**config.mk**
```make
export PLATFORM = sky130hd
export DESIGN_NAME = otter_rf_wb_arbiter
export DESIGN_NICKNAME = d
export VERILOG_FILES = /design/src/rtl/otter_rf_pkg.sv /design/src/rtl/otter_rr_arbiter.sv /design/src/rtl/otter_rf_wb_arbiter.sv
export SDC_FILE = /design/constraint.sdc
export NUM_CORES = 1
export LEC_CHECK = 0
export BUFFER_PORTS_ARGS = -buffer_cell sky130_fd_sc_hd__buf_2
export CORE_UTILIZATION = 50
export CTS_CLUSTER_DIAMETER = 40
export DETAILED_ROUTE_END_ITERATION = 6
export PLACE_DENSITY = 0.8
export SETUP_SLACK_MARGIN = 0.02
export SYNTH_ARGS = -nofsm -noshare
export SYNTH_HDL_FRONTEND = slang
export SYNTH_SLANG_ARGS = --single-unit
```
**constraint.sdc**
```tcl
create_clock -name i_clk -period 2.8 [get_ports i_clk]
set_input_delay 0.28 -clock i_clk [delete_from_list [all_inputs] [get_ports i_clk]]
set_output_delay 0.28 -clock i_clk [all_outputs]
set_load 0.005 [all_outputs]
```
**src/rtl/otter_rf_pkg.sv**
```systemverilog
// Shared constants and types for the register-file writeback path.
package otter_rf_pkg;

   localparam int XLEN      = 32;
   localparam int RF_ADDR_W = 5;
   localparam int RF_DEPTH  = 32;

   typedef logic [RF_ADDR_W-1:0] rf_addr_t;
   typedef logic [XLEN-1:0]      rf_data_t;

   // One writeback request as it travels toward the register file
   typedef struct packed {
      rf_addr_t addr;
      rf_data_t data;
   } wb_req_t;

endpackage

```
**src/rtl/otter_rr_arbiter.sv**
```systemverilog
// Generic round-robin arbiter. The search for a grant starts at the
// pointer and wraps; the pointer moves past the winner only when the
// caller reports that the grant was actually taken (i_advance).
module otter_rr_arbiter #(
   parameter int NUM_REQ = 2
) (
   input  logic               i_clk,
   input  logic               i_rst,
   input  logic [NUM_REQ-1:0] i_req,
   input  logic               i_advance,
   output logic [NUM_REQ-1:0] o_grant
);
   import otter_rf_pkg::*;

   localparam int             PTR_W     = $clog2(NUM_REQ);
   localparam logic [PTR_W:0] NUM_REQ_W = (PTR_W+1)'(NUM_REQ);
   localparam logic [PTR_W-1:0] LAST_IDX = PTR_W'(NUM_REQ - 1);

   logic [PTR_W-1:0] ptr_reg;
   logic [PTR_W-1:0] ptr_next;
   logic [PTR_W-1:0] winner;
   logic             found;
   logic [PTR_W:0]   idx;

   // Rotating priority search: first requester at or after the pointer wins
   always_comb begin
      o_grant = '0;
      winner  = '0;
      found   = 1'b0;
      idx     = '0;
      for (int off = 0; off < NUM_REQ; off++) begin
         idx = {1'b0, ptr_reg} + (PTR_W+1)'(off);
         if (idx >= NUM_REQ_W) begin
            idx = idx - NUM_REQ_W;
         end
         if (!found && i_req[idx[PTR_W-1:0]]) begin
            found                  = 1'b1;
            winner                 = idx[PTR_W-1:0];
            o_grant[idx[PTR_W-1:0]] = 1'b1;
         end
      end
   end

   // Pointer moves to the requester after the winner, only on an accepted grant
   always_comb begin
      ptr_next = ptr_reg;
      if (i_advance && found) begin
         ptr_next = (winner == LAST_IDX) ? '0 : winner + PTR_W'(1);
      end
   end

   // Pointer state
   always_ff @(posedge i_clk or posedge i_rst) begin
      if (i_rst) begin
         ptr_reg <= '0;
      end else begin
         ptr_reg <= ptr_next;
      end
   end

endmodule

```
**src/rtl/otter_rf_wb_arbiter.sv**
```systemverilog
// Register-file write-port arbiter with pending-write scoreboard.
// Several writeback sources share the single rfile write port; the
// winner is registered onto o_w_*. The scoreboard tracks registers
// reserved by long-latency ops so reads can be stalled on hazards.
// Optional build macro OTTER_RF_BYPASS_EN: exposes the in-flight write
// as forwarding data instead of reporting it as a hazard.
// XLEN/RF_ADDR_W must match the constants in otter_rf_pkg.
module otter_rf_wb_arbiter #(
   parameter int NUM_REQ   = 2,
   parameter int XLEN      = 32,
   parameter int RF_ADDR_W = 5
) (
   input  logic                         i_clk,
   input  logic                         i_rst,
   input  logic [NUM_REQ-1:0]           i_req_valid,
   output logic [NUM_REQ-1:0]           o_req_ready,
   input  logic [NUM_REQ*RF_ADDR_W-1:0] i_req_addr,
   input  logic [NUM_REQ*XLEN-1:0]      i_req_data,
   input  logic                         i_rsv_en,
   input  logic [RF_ADDR_W-1:0]         i_rsv_addr,
   input  logic [RF_ADDR_W-1:0]         i_r_addr1,
   input  logic [RF_ADDR_W-1:0]         i_r_addr2,
   output logic                         o_w_en,
   output logic [RF_ADDR_W-1:0]         o_w_addr,
   output logic [XLEN-1:0]              o_w_data,
   output logic                         o_hazard1,
   output logic                         o_hazard2
`ifdef OTTER_RF_BYPASS_EN
   ,
   output logic                         o_fwd_valid1,
   output logic                         o_fwd_valid2,
   output logic [XLEN-1:0]              o_fwd_data1,
   output logic [XLEN-1:0]              o_fwd_data2
`endif
);
   import otter_rf_pkg::*;

   logic [NUM_REQ-1:0]  grant;
   logic                accept;
   wb_req_t             sel_req;
   logic                w_en_reg;
   rf_addr_t            w_addr_reg;
   rf_data_t            w_data_reg;
   logic [RF_DEPTH-1:0] pending_reg;
   logic [RF_DEPTH-1:0] pending_next;
   logic                pend1, pend2;
   logic                inflight1, inflight2;
   logic                nz1, nz2;

   // The rfile never stalls, so ready is just the grant (masked in reset)
   assign o_req_ready = i_rst ? '0 : grant;
   assign accept      = |(i_req_valid & o_req_ready);

   otter_rr_arbiter #(
      .NUM_REQ (NUM_REQ)
   ) u_rr_arbiter (
      .i_clk     (i_clk),
      .i_rst     (i_rst),
      .i_req     (i_req_valid),
      .i_advance (accept),
      .o_grant   (grant)
   );

   // Select the granted requester's address and data
   always_comb begin
      sel_req = '0;
      for (int k = 0; k < NUM_REQ; k++) begin
         if (grant[k]) begin
            sel_req.addr = i_req_addr[k*RF_ADDR_W +: RF_ADDR_W];
            sel_req.data = i_req_data[k*XLEN +: XLEN];
         end
      end
   end

   // Output register: x0 writes are consumed but never raise the write enable
   always_ff @(posedge i_clk or posedge i_rst) begin
      if (i_rst) begin
         w_en_reg   <= 1'b0;
         w_addr_reg <= '0;
         w_data_reg <= '0;
      end else if (accept) begin
         w_en_reg   <= (sel_req.addr != '0);
         w_addr_reg <= sel_req.addr;
         w_data_reg <= sel_req.data;
      end else begin
         w_en_reg   <= 1'b0;
      end
   end

   assign o_w_en   = w_en_reg;
   assign o_w_addr = w_addr_reg;
   assign o_w_data = w_data_reg;

   // Scoreboard next state; a same-cycle reservation beats the clearing write
   assign pending_next[0] = 1'b0;
   for (genvar gi = 1; gi < RF_DEPTH; gi++) begin : g_pending
      logic set_bit;
      logic clr_bit;
      assign set_bit = i_rsv_en & (i_rsv_addr == rf_addr_t'(gi));
      assign clr_bit = accept & (sel_req.addr == rf_addr_t'(gi));
      assign pending_next[gi] = set_bit | (pending_reg[gi] & ~clr_bit);
   end

   // Scoreboard state
   always_ff @(posedge i_clk or posedge i_rst) begin
      if (i_rst) begin
         pending_reg <= '0;
      end else begin
         pending_reg <= pending_next;
      end
   end

   assign nz1       = (i_r_addr1 != '0);
   assign nz2       = (i_r_addr2 != '0);
   assign pend1     = pending_reg[i_r_addr1];
   assign pend2     = pending_reg[i_r_addr2];
   assign inflight1 = w_en_reg & (w_addr_reg == i_r_addr1);
   assign inflight2 = w_en_reg & (w_addr_reg == i_r_addr2);

`ifdef OTTER_RF_BYPASS_EN
   // The in-flight write is forwarded, so only reserved registers stall
   assign o_hazard1    = nz1 & pend1;
   assign o_hazard2    = nz2 & pend2;
   assign o_fwd_valid1 = nz1 & inflight1;
   assign o_fwd_valid2 = nz2 & inflight2;
   assign o_fwd_data1  = w_data_reg;
   assign o_fwd_data2  = w_data_reg;
`else
   // Without forwarding, a read of the register being written must wait
   assign o_hazard1 = nz1 & (pend1 | inflight1);
   assign o_hazard2 = nz2 & (pend2 | inflight2);
`endif

endmodule

```
-- Word level (Yosys, flattened, before mapping)
Cells that the tools add are included.
- bits in registers: 70
- word-level logic and storage cells: 278
- add/sub/neg operators: 4
- $lt $le $gt $ge: 8
- equality and inequality tests: 64
- multiplexer cells: 25
- bitwise gates (word level): 163
- reductions and logical operators: 9
- operators with widths (operator ; number):
    $eq 5x5->1 const B ; 32
    $and 1x1->1 ; 97
    $eq 5x4->1 const B ; 16
    $mux 37 ; 2
    $eq 5x3->1 const B ; 8
    $or 1x1->1 ; 33
    $not 1->1 ; 31
    $eq 5x2->1 const B ; 4
    $mux 1 ; 16
    $reduce_bool 5->1 ; 3
    $lt 5x6->1 const B ; 2
    $bmux 1 s5 ; 2
    $eq 5x1->1 const B ; 2
    $eq 5x5->1 ; 2
    $mux 2 ; 3
    $logic_and 1x1->1 ; 4
    $lt 1x2->1 const B ; 2
    $add 1x1->2 const B ; 1
    $and 2x2->2 ; 1
    $demux 1 s1 ; 2
    $ge 1x1->1 const B ; 2
    $ge 1x2->1 const B ; 1
    $ge 2x2->1 const B ; 1
    $or 2x2->2 ; 1
    other kinds (4) ; 5

-- Logic depth before layout (Yosys ltp)
Gate-level depths: netlist of the first run.
- word-level depth: 16
- gate-level depth with buffers: 7

-- By module
From an unflattened synthesis of the first run, not the netlist that was laid out.
- cell total of the unflattened synthesis: 379
- area total of the unflattened synthesis: 3796.1 µm²
- by module, submodules not included (module ; instances ; cells an instance ; area each (µm²) ; seq. area each (µm²)):
    otter_rf_wb_arbiter ; 1 ; 372 ; 3737.3 ; 1726.7
    otter_rr_arbiter ; 1 ; 7 ; 58.8 ; 25.0

-- Least setup slack after synthesis of the first run
OpenSTA, ideal clock, no wires.
- path kind: input port to flip-flop
- from: input port i_rst
- to: register pending_reg[26]
- data arrival time: 2969 ps
- required time: 2672 ps
- setup slack: -296 ps
- stages: 5
- buffers on the path: 0
- cell sequence: inv_1 > o21ai_2 > or4_4 > o21ai_1 > o21ai_0
- longest elaborated chain between the ends: 7
- RTL lines (what ; line ; text):
    start: declaration ; otter_rf_wb_arbiter.sv:14 ; input logic i_rst,
    $mux 2 ; otter_rf_wb_arbiter.sv:51 ; assign o_req_ready = i_rst ? '0 : grant;
    $and 2x2->2 ; otter_rf_wb_arbiter.sv:52 ; assign accept = |(i_req_valid & o_req_ready);
    $reduce_or 2->1 ; otter_rf_wb_arbiter.sv:52 ;
    $and 1x1->1 ; otter_rf_wb_arbiter.sv:100 ; assign clr_bit = accept & (sel_req.addr == rf_addr_t'(gi));
    $not 1->1 ; otter_rf_wb_arbiter.sv:101 ; assign pending_next[gi] = set_bit | (pending_reg[gi] & ~clr_bit);
    $and 1x1->1 ; otter_rf_wb_arbiter.sv:101 ;
    $or 1x1->1 ; otter_rf_wb_arbiter.sv:101 ;
    named net pending_next[26] ; otter_rf_wb_arbiter.sv:45 ; logic [RF_DEPTH-1:0] pending_next;
    end signal: assignment ; otter_rf_wb_arbiter.sv:109 ; pending_reg <= pending_next;
    end: declaration ; otter_rf_wb_arbiter.sv:44 ; logic [RF_DEPTH-1:0] pending_reg;
The timed path passes the listed nets, and every way through them passes these cells.
A chain may end at the register's enable or synchronous reset.

-- Final worst setup path of the first run
- from: register pending_reg[15]
- to: output port o_hazard2
- longest elaborated chain between the ends: 4
- RTL lines (what ; line ; text):
    $bmux 1 s5 ; otter_rf_wb_arbiter.sv:116 ; assign pend2 = pending_reg[i_r_addr2];
    $mux 1 (implied by the code) ; otter_rf_wb_arbiter.sv:116 ;
    $or 1x1->1 ; otter_rf_wb_arbiter.sv:131 ; assign o_hazard2 = nz2 & (pend2 | inflight2);
    $and 1x1->1 ; otter_rf_wb_arbiter.sv:131 ;
    end: declaration ; otter_rf_wb_arbiter.sv:27 ; output logic o_hazard2
Every way passes these cells. The select of a mux whose other input is x is not followed.

==> results of run 1 <==
[power by group through the flow]
stage | combinational, mW | sequential, mW | clock (mW)
3_3_place_gp | 0.761 | 1.41 | 0
4_1_cts | 0.794 | 1.40 | 0.840
3_5_place_dp | 0.790 | 1.42 | 0
5_1_grt | 0.884 | 1.43 | 0.888
6_report | 0.793 | 1.41 | 0.838
2_1_floorplan | 0.513 | 1.37 | 0
[per-layer routing]
layer  track usage, %  vias to the layer above  wire length, um
met1             34.9                     1716             4180
met3             5.54                       25              763
li1                 -                     1760                -
met2             45.1                      187             5180
met4             11.8                        0              274
met5                0                        -                0
[worst paths after layout]
path / startpoint / end / cells past startpoint
setup / recovery: pending_reg[15] / o_hazard2 / 6
min in group asynchronous: i_rst / o_w_data[20] / 3
hold / removal: i_req_data[9] / o_w_data[9] / 3
setup reg to reg: flop / pending_reg[22] / 5
hold reg to reg: o_w_data[3] / o_w_data[3] / 2
max in group asynchronous: i_rst / pending_reg[9] / 4
[cell usage in the layout (no fill, tap or decap), types with 5 or more instances in the layout]
| master | netlist | layout |
|---|---|---|
| mux4_2 | 10 | 10 |
| a221oi_1 | 33 | 33 |
| mux2i_1 | 9 | 9 |
| dfrtp_1 | 70 | 70 |
| nand2_1 | 28 | 28 |
| buf_4 | 1 | 5 |
| a31oi_1 | 5 | 5 |
| clkbuf_8 | 0 | 11 |
| xnor2_1 | 6 | 6 |
| a21oi_1 | 5 | 5 |
| nand2b_1 | 6 | 6 |
| nor3_1 | 6 | 6 |
| o21ai_1 | 16 | 16 |
| buf_2 | 2 | 135 |
| nand4_1 | 6 | 6 |
| nor2_1 | 72 | 71 |
| o21ai_0 | 54 | 54 |
[logic make-up (layout without fill, tap and decap cells)]
kind of cell,count (synthesis),in the layout
XOR/XNOR,10,10
AO/OA/AOI/OAI,129,129
flip-flops,70,70
multiplexers,21,21
AND/OR/NAND/NOR,141,141
buffers and inverters,31,162
[layout make-up]
cell class | count | share of cell area [%]
multi-input combinational | 301 | 40.7
sequential | 70 | 36.7
timing repair buffer | 141 | 15.2
clock buffer | 11 | 3.17
tap | 99 | 2.60
clock inverter | 5 | 1.21
inverter | 5 | 0.472
[per-stage QoR]
stage | utilization (%) | total power [mW]
floorplan | - | 1.88
global placement | 62.1 | 2.17
detailed placement | 62.1 | 2.21
CTS | 65.1 | 3.03
global route | 65.1 | 3.20
finish | 65.1 | 3.04
[critical path, delay by kind of cell (launching register included)]
kind | cells | cell delay [ns]
AO/OA/AOI/OAI | 1 | 0.54
buffers and inverters | 1 | 0.12
flip-flops | 1 | 0.41
multiplexers | 1 | 0.47
AND/OR/NAND/NOR | 3 | 0.36
[repair_timing]
item	4_1_cts	5_1_grt
hold buffers	1	0
endpoints found under the setup margin	0	0
buffers inserted	0	0
hold endpoints to repair	8	0
==> summary.txt, run 1 <==
STA
  – Achievable Freq: 0.396 GHz
  – Least-Margin Pin Slew: 0.749 ns
  – Final Max Tran Viols: 0
  – Fin Clk Skew: 0.00755 ns
  – Final Hold Fails: 0
  – Final setup vio count: 0
  – RSZ-0062 raised after global routing: no
  – Slew HR: 50.0%
  – Post-route setup TNS: 0 ns
  – Fin Hold WS: 0.183 ns
  – Final worst-path cycle share: 90.2%
  – Minimum clock period after layout: 2.53 ns
  – Min setup slack post-route: 0.274 ns

Placed design
  – HPWL after DPL: 7950 um
  – DP Worst Slack: 0.379 ns
  – I/O Buffers: 135
  – Dpl cells: 615
  – DP Area: 4550 sq um
  – Routability Congestion: 0.875

Yosys
  – Adder-cell share of the synthesized area: 0%
  – Number of synthesized flops with an enable pin: 0
  – Top-count cell post-synth: nor2_1
  – FF+latch count, synth: 70
  – Distinct cell type count of the synthesized netlist: 46
  – Post-synthesis simple-gate area fraction: 17.2%
  – Mux share of post-synthesis cell area: 8.83%
  – Synth area leader: dfrtp_1
  – Mapped Cells: 402
  – Synth Area in Compound Gates: 22.2%
  – Avg Synthesized Cell Area: 9.52 sq um
  – Post-Syn Area: 3830 sq um
  – Main combinational cell family by area after synthesis: compound AO/OA/AOI/OAI gates
  – XOR/XNOR share of the synthesized area: 2.29%
  – Async set-reset flop share out of synthesis: 100%
  – YS warnings: 0
  – Sequential cell area fraction in the yosys report: 45.8%
  – Area share of the largest cell type after synthesis: 45.8%
  – Synth Flop Type: dfrtp_1
  – Ranking of synthesized cells by area: dfrtp_1, a221oi_1, nor2_1
  – Post-Syn Nets: 496
  – Post-synth top cells: nor2_1, dfrtp_1, o21ai_0

Final layout
  – Multi-input gate area: 1940 sq um
  – Antenna Cells: 0
  – FF/Latch Area: 1750 sq um
  – Share of post-route cells with drive strength above 1: 34.3%
  – Area Overhead vs Synth: 24.6%
  – Number of flip-flops in the largest register: 32
  – Final #Nets: 622
  – Finished Layout Cells: 632
  – Fill count: 605
  – Final Instance Area: 4770 sq um

Critical path
  – Most common cell on crit path: nand2_1
  – Critical path capture point type: primary output
  – R2r setup slk: 0.69 ns
  – Critical path type: flop to primary output
  – Worst EP arrival: 2.25 ns
  – Setup crit start kind: flop
  – CP peak stage delay: 0.54 ns
  – Worst EP required: 2.52 ns
  – Critical-path cell list: mux4_2 > nand2_1 > nand2_1 > a2111oi_0 > and3b_1 > buf_2
  – Crit Path Max Fanout: 3
  – Worst path slowest cell: a2111oi_0

Global route
  – Vias in the first global route: 3303
  – Antenna violations before repair: 0
  – First-pass GRT wire length: 15900 um
  – Total grt overflow: 0
  – GRT Total Usage: 27.2%
  – Pin count of the biggest net entering global routing: 63

Die
  – Initial Utilization: 52.2%
  – IO Pins: 136
  – Core area: 7330 sq um
  – Chip width: 89.5 um
  – Die Y-Extent: 89.5 um
  – Die area: 8010 sq um
  – FP Rows: 31

Route
  – DR pass1 iterations: 5
  – Post-route ant nets: 0
  – Drt total wl: 10400 um
  – Initial DRC count: 247
  – Vias per inst: 5.84
  – Vias: 3688
  – Avg WL per Cell: 16.4 um
  – DRC viols: 0

Power and ir drop
  – Clk pwr share: 27.6%
  – Combinational share of power: 26.1%
  – Leak: 2.11 nW
  – Internal power: 2.07 mW
  – Sequential Power Share: 46.3%
  – VDD IR max: 0.306 mV
  – Switching Fraction: 31.8%
  – Pwr dens: 636 nW/um^2
  – Switching power: 0.966 mW

Clock tree
  – CTS clk-pin slew, worst paths: 0.08 ns
  – Post-CTS Resized: 0
  – CTS max path bufs: 2
  – CTS tree: done
  – Clock latency at the later pin of the worst-skew pair: 0.35 ns
  – H-tree Lvls: 3
  – CTS root buf: clkbuf_8
  – Cts bufs inserted: 9
  – Clock sinks: 70

Job
  – Max Cap Viol: 0

Worst hold path
  – Worst Hold Class: input pin to flop

Run status
  – Outcome: complete, no violations
Note: power is estimated with default switching activity, not from simulation.
==> run 2, diff against run 1 <==
--- a/config.mk
+++ b/config.mk
@@ -10,6 +10,7 @@
 export CTS_CLUSTER_DIAMETER = 40
 export DETAILED_ROUTE_END_ITERATION = 6
 export PLACE_DENSITY = 0.8
+export RECOVER_POWER = 50
 export SETUP_SLACK_MARGIN = 0.02
 export SYNTH_ARGS = -nofsm -noshare
 export SYNTH_HDL_FRONTEND = slang
==> run 2 against run 1 <==
Against the previous run: clock-buffer cell count did not move; clock skew fell by 0.00069 ns; die area did not move; total power fell by 0.45%; clock power barely moved; critical endpoint unchanged; via count rose by 1.1%; register-to-register slack barely moved; utilization fell by 0.56 points; largest cell class unchanged.
==> summary.txt, run 2 (synthesis results as in run 1) <==
Global route
  – Met3 GRT Util: 5.54% (unchanged)
  – Layer with the highest usage: met2 (unchanged)
  – Vias in the first global route: 3303 (unchanged)
  – Met1 Use GR: 34.9% (unchanged)
  – Antenna violations before repair: 0 (unchanged)
  – Total grt overflow: 0 (unchanged)
  – GR Layer Usage met2: 45.1% (unchanged)
  – GRT Total Usage: 27.2% (unchanged)
  – First-pass GRT wire length: 15900 um (unchanged)
  – Pin count of the biggest net entering global routing: 63 (unchanged)

Critical path
  – Critical path buffers and inverters: 1 (unchanged)
  – Critical path capture point type: primary output (unchanged)
  – CP peak stage delay: 0.54 ns (about the same)
  – Worst path slowest cell: a2111oi_0 (unchanged)
  – Critical path type: flop to primary output (unchanged)
  – Most common cell on crit path: nand2_1 (unchanged)
  – Worst EP arrival: 2.24 ns (was 2.25 ns)
  – Crit Path Max Fanout: 3 (unchanged)
  – Worst EP required: 2.52 ns (about the same)
  – Top delay family on crit path: compound AO/OA/AOI/OAI gates (unchanged)
  – Setup crit start kind: flop (unchanged)
  – Critical-path cell list: mux4_2 > nand2_1 > nand2_1 > a2111oi_0 > and3b_1 > buf_2 (unchanged)

Clock tree
  – CTS tree: done (unchanged)
  – CTS max path bufs: 2 (unchanged)
  – Clock sinks: 70 (unchanged)
  – Cts bufs inserted: 9 (unchanged)
  – CTS clk-pin slew, worst paths: 0.08 ns (about the same)
  – CTS root buf: clkbuf_8 (unchanged)
  – Clock latency at the later pin of the worst-skew pair: 0.34 ns (was 0.35 ns)
  – # Post-CTS Setup Buffers: 0 (unchanged)
  – H-tree Lvls: 3 (unchanged)

STA
  – Slew HR: 49.9% (was 50.0%)
  – Final setup vio count: 0 (unchanged)
  – Final Hold Fails: 0 (unchanged)
  – Fin Clk Skew: 0.00686 ns (was 0.00755 ns)
  – Achievable Freq: 0.396 GHz (about the same)
  – Post-route setup TNS: 0 ns (unchanged)
  – Final worst-path cycle share: 90.1% (was 90.2%)
  – Minimum clock period after layout: 2.52 ns (was 2.53 ns)
  – Least-Margin Pin Slew: 0.752 ns (was 0.749 ns)
  – RSZ-0062 raised after global routing: no (unchanged)
  – Final Max Tran Viols: 0 (unchanged)

Placed design
  – Dpl cells: 615 (unchanged)
  – HPWL after DPL: 7950 um (unchanged)
  – Routability Congestion: 0.875 (unchanged)
  – I/O Buffers: 135 (unchanged)

Route
  – Avg WL per Cell: 16.5 um (was 16.4 um)
  – Drt total wl: 10400 um (about the same)
  – Vias: 3727 (was 3688)
  – Post-route ant nets: 0 (unchanged)
  – Vias per inst: 5.90 (was 5.84)
  – Initial DRC count: 245 (was 247)
  – DRC viols: 0 (unchanged)
  – DR pass1 iterations: 7 (was 5)

Final layout
  – Final #Nets: 622 (unchanged)
  – Most frequent cells in the layout: buf_2, nor2_1, dfrtp_1 (unchanged)
  – Finished Layout Cells: 632 (unchanged)
  – Commonest non-fill, non-tap cell in the layout: buf_2 (unchanged)
  – Area Overhead vs Synth: 23.6% (was 24.6%)
  – Share of post-route cells with drive strength above 1: 28.9% (was 34.3%)
  – Number of flip-flops in the largest register: 32 (unchanged)
  – Fill count: 625 (was 605)
  – Antenna Cells: 0 (unchanged)

Die
  – Die area: 8010 sq um (unchanged)
  – Die Y-Extent: 89.5 um (unchanged)
  – Chip width: 89.5 um (unchanged)
  – FP Rows: 31 (unchanged)
  – Initial Utilization: 52.2% (unchanged)
  – IO Pins: 136 (unchanged)
  – Core area: 7330 sq um (unchanged)

Worst hold path
  – Worst Hold Class: input pin to flop (unchanged)

Run status
  – Outcome: complete, no violations (unchanged)

Power and ir drop
  – Leak: 2.03 nW (was 2.11 nW)
  – Pwr dens: 639 nW/um^2 (was 636 nW/um^2)
  – VDD IR max: 0.304 mV (was 0.306 mV)

Job
  – Max Cap Viol: 0 (unchanged)
[run 2: changes by cell type in the layout (fill, tap and decap cells not counted)]
cell	delta
buf_2	-29
buf_4	-1
clkbuf_1	+29
clkbuf_2	+1
clkinvlp_2	+1
clkinvlp_4	-1
[run 2: cell type report]
class / instances / area, sq um / area share (%)
clock buffer: 11 / 151 / 3.20
clock inverter: 5 / 57.6 / 1.22
inverter: 5 / 20.0 / 0.423
multi-input combinational: 301 / 1940 / 41.0
sequential: 70 / 1750 / 37.0
tap: 99 / 124 / 2.62
timing repair buffer: 141 / 684 / 14.5
[run 2: power by group]
part           internal [mW]  switching [mW]
Sequential              1.23           0.180
Combinational          0.369           0.409
Clock                  0.458           0.379
[run 2: tightest hold or removal path: cells and delay by family]
kind / cells / cell delay (ns)
buffers and inverters: 1 / 0.07
AND/OR/NAND/NOR: 1 / 0.08
AO/OA/AOI/OAI: 1 / 0.06
[run 2: per-stage QoR]
stage                     util (%)  instance area, sq um  hold WS (ns)  worst slack [ns]  total power [mW]
after detailed placement      62.1                  4550         0.257             0.379              2.21
after CTS                     65.1                  4770         0.178             0.315              3.03
after global routing          64.5                  4730         0.193             0.236              3.19
after floorplan                  -                  3830         0.448             0.565              1.88
final                         64.5                  4730         0.186             0.276              3.02
after global placement        62.1                  4550         0.253             0.439              2.17
[run 2: worst paths after layout]
| kind | from | to | slack (ns) | depth (start not counted) |
|---|---|---|---|---|
| worst min register to register | o_w_data[3] | o_w_data[3] | 0.51 | 2 |
| worst max-delay path | pending_reg[15] | o_hazard2 | 0.28 | 6 |
| worst max register to register | flop | pending_reg[22] | 0.69 | 5 |
| max in group asynchronous | i_rst | o_w_data[25] | 1.17 | 4 |
| min in group asynchronous | i_rst | o_w_data[20] | 0.54 | 3 |
| worst min-delay path | i_req_data[8] | o_w_data[8] | 0.19 | 3 |
[run 2: timing repair]
action / in CTS / in global routing
hold buffers: 1 / 0
endpoints found under the hold margin: 8 / 0
resized for setup: 0 / 0
[run 2: layer usage]
layer | vias up | wire length (um)
met5 | - | 0
met4 | 0 | 268
met3 | 23 | 772
met2 | 208 | 5170
met1 | 1740 | 4200
li1 | 1756 | -
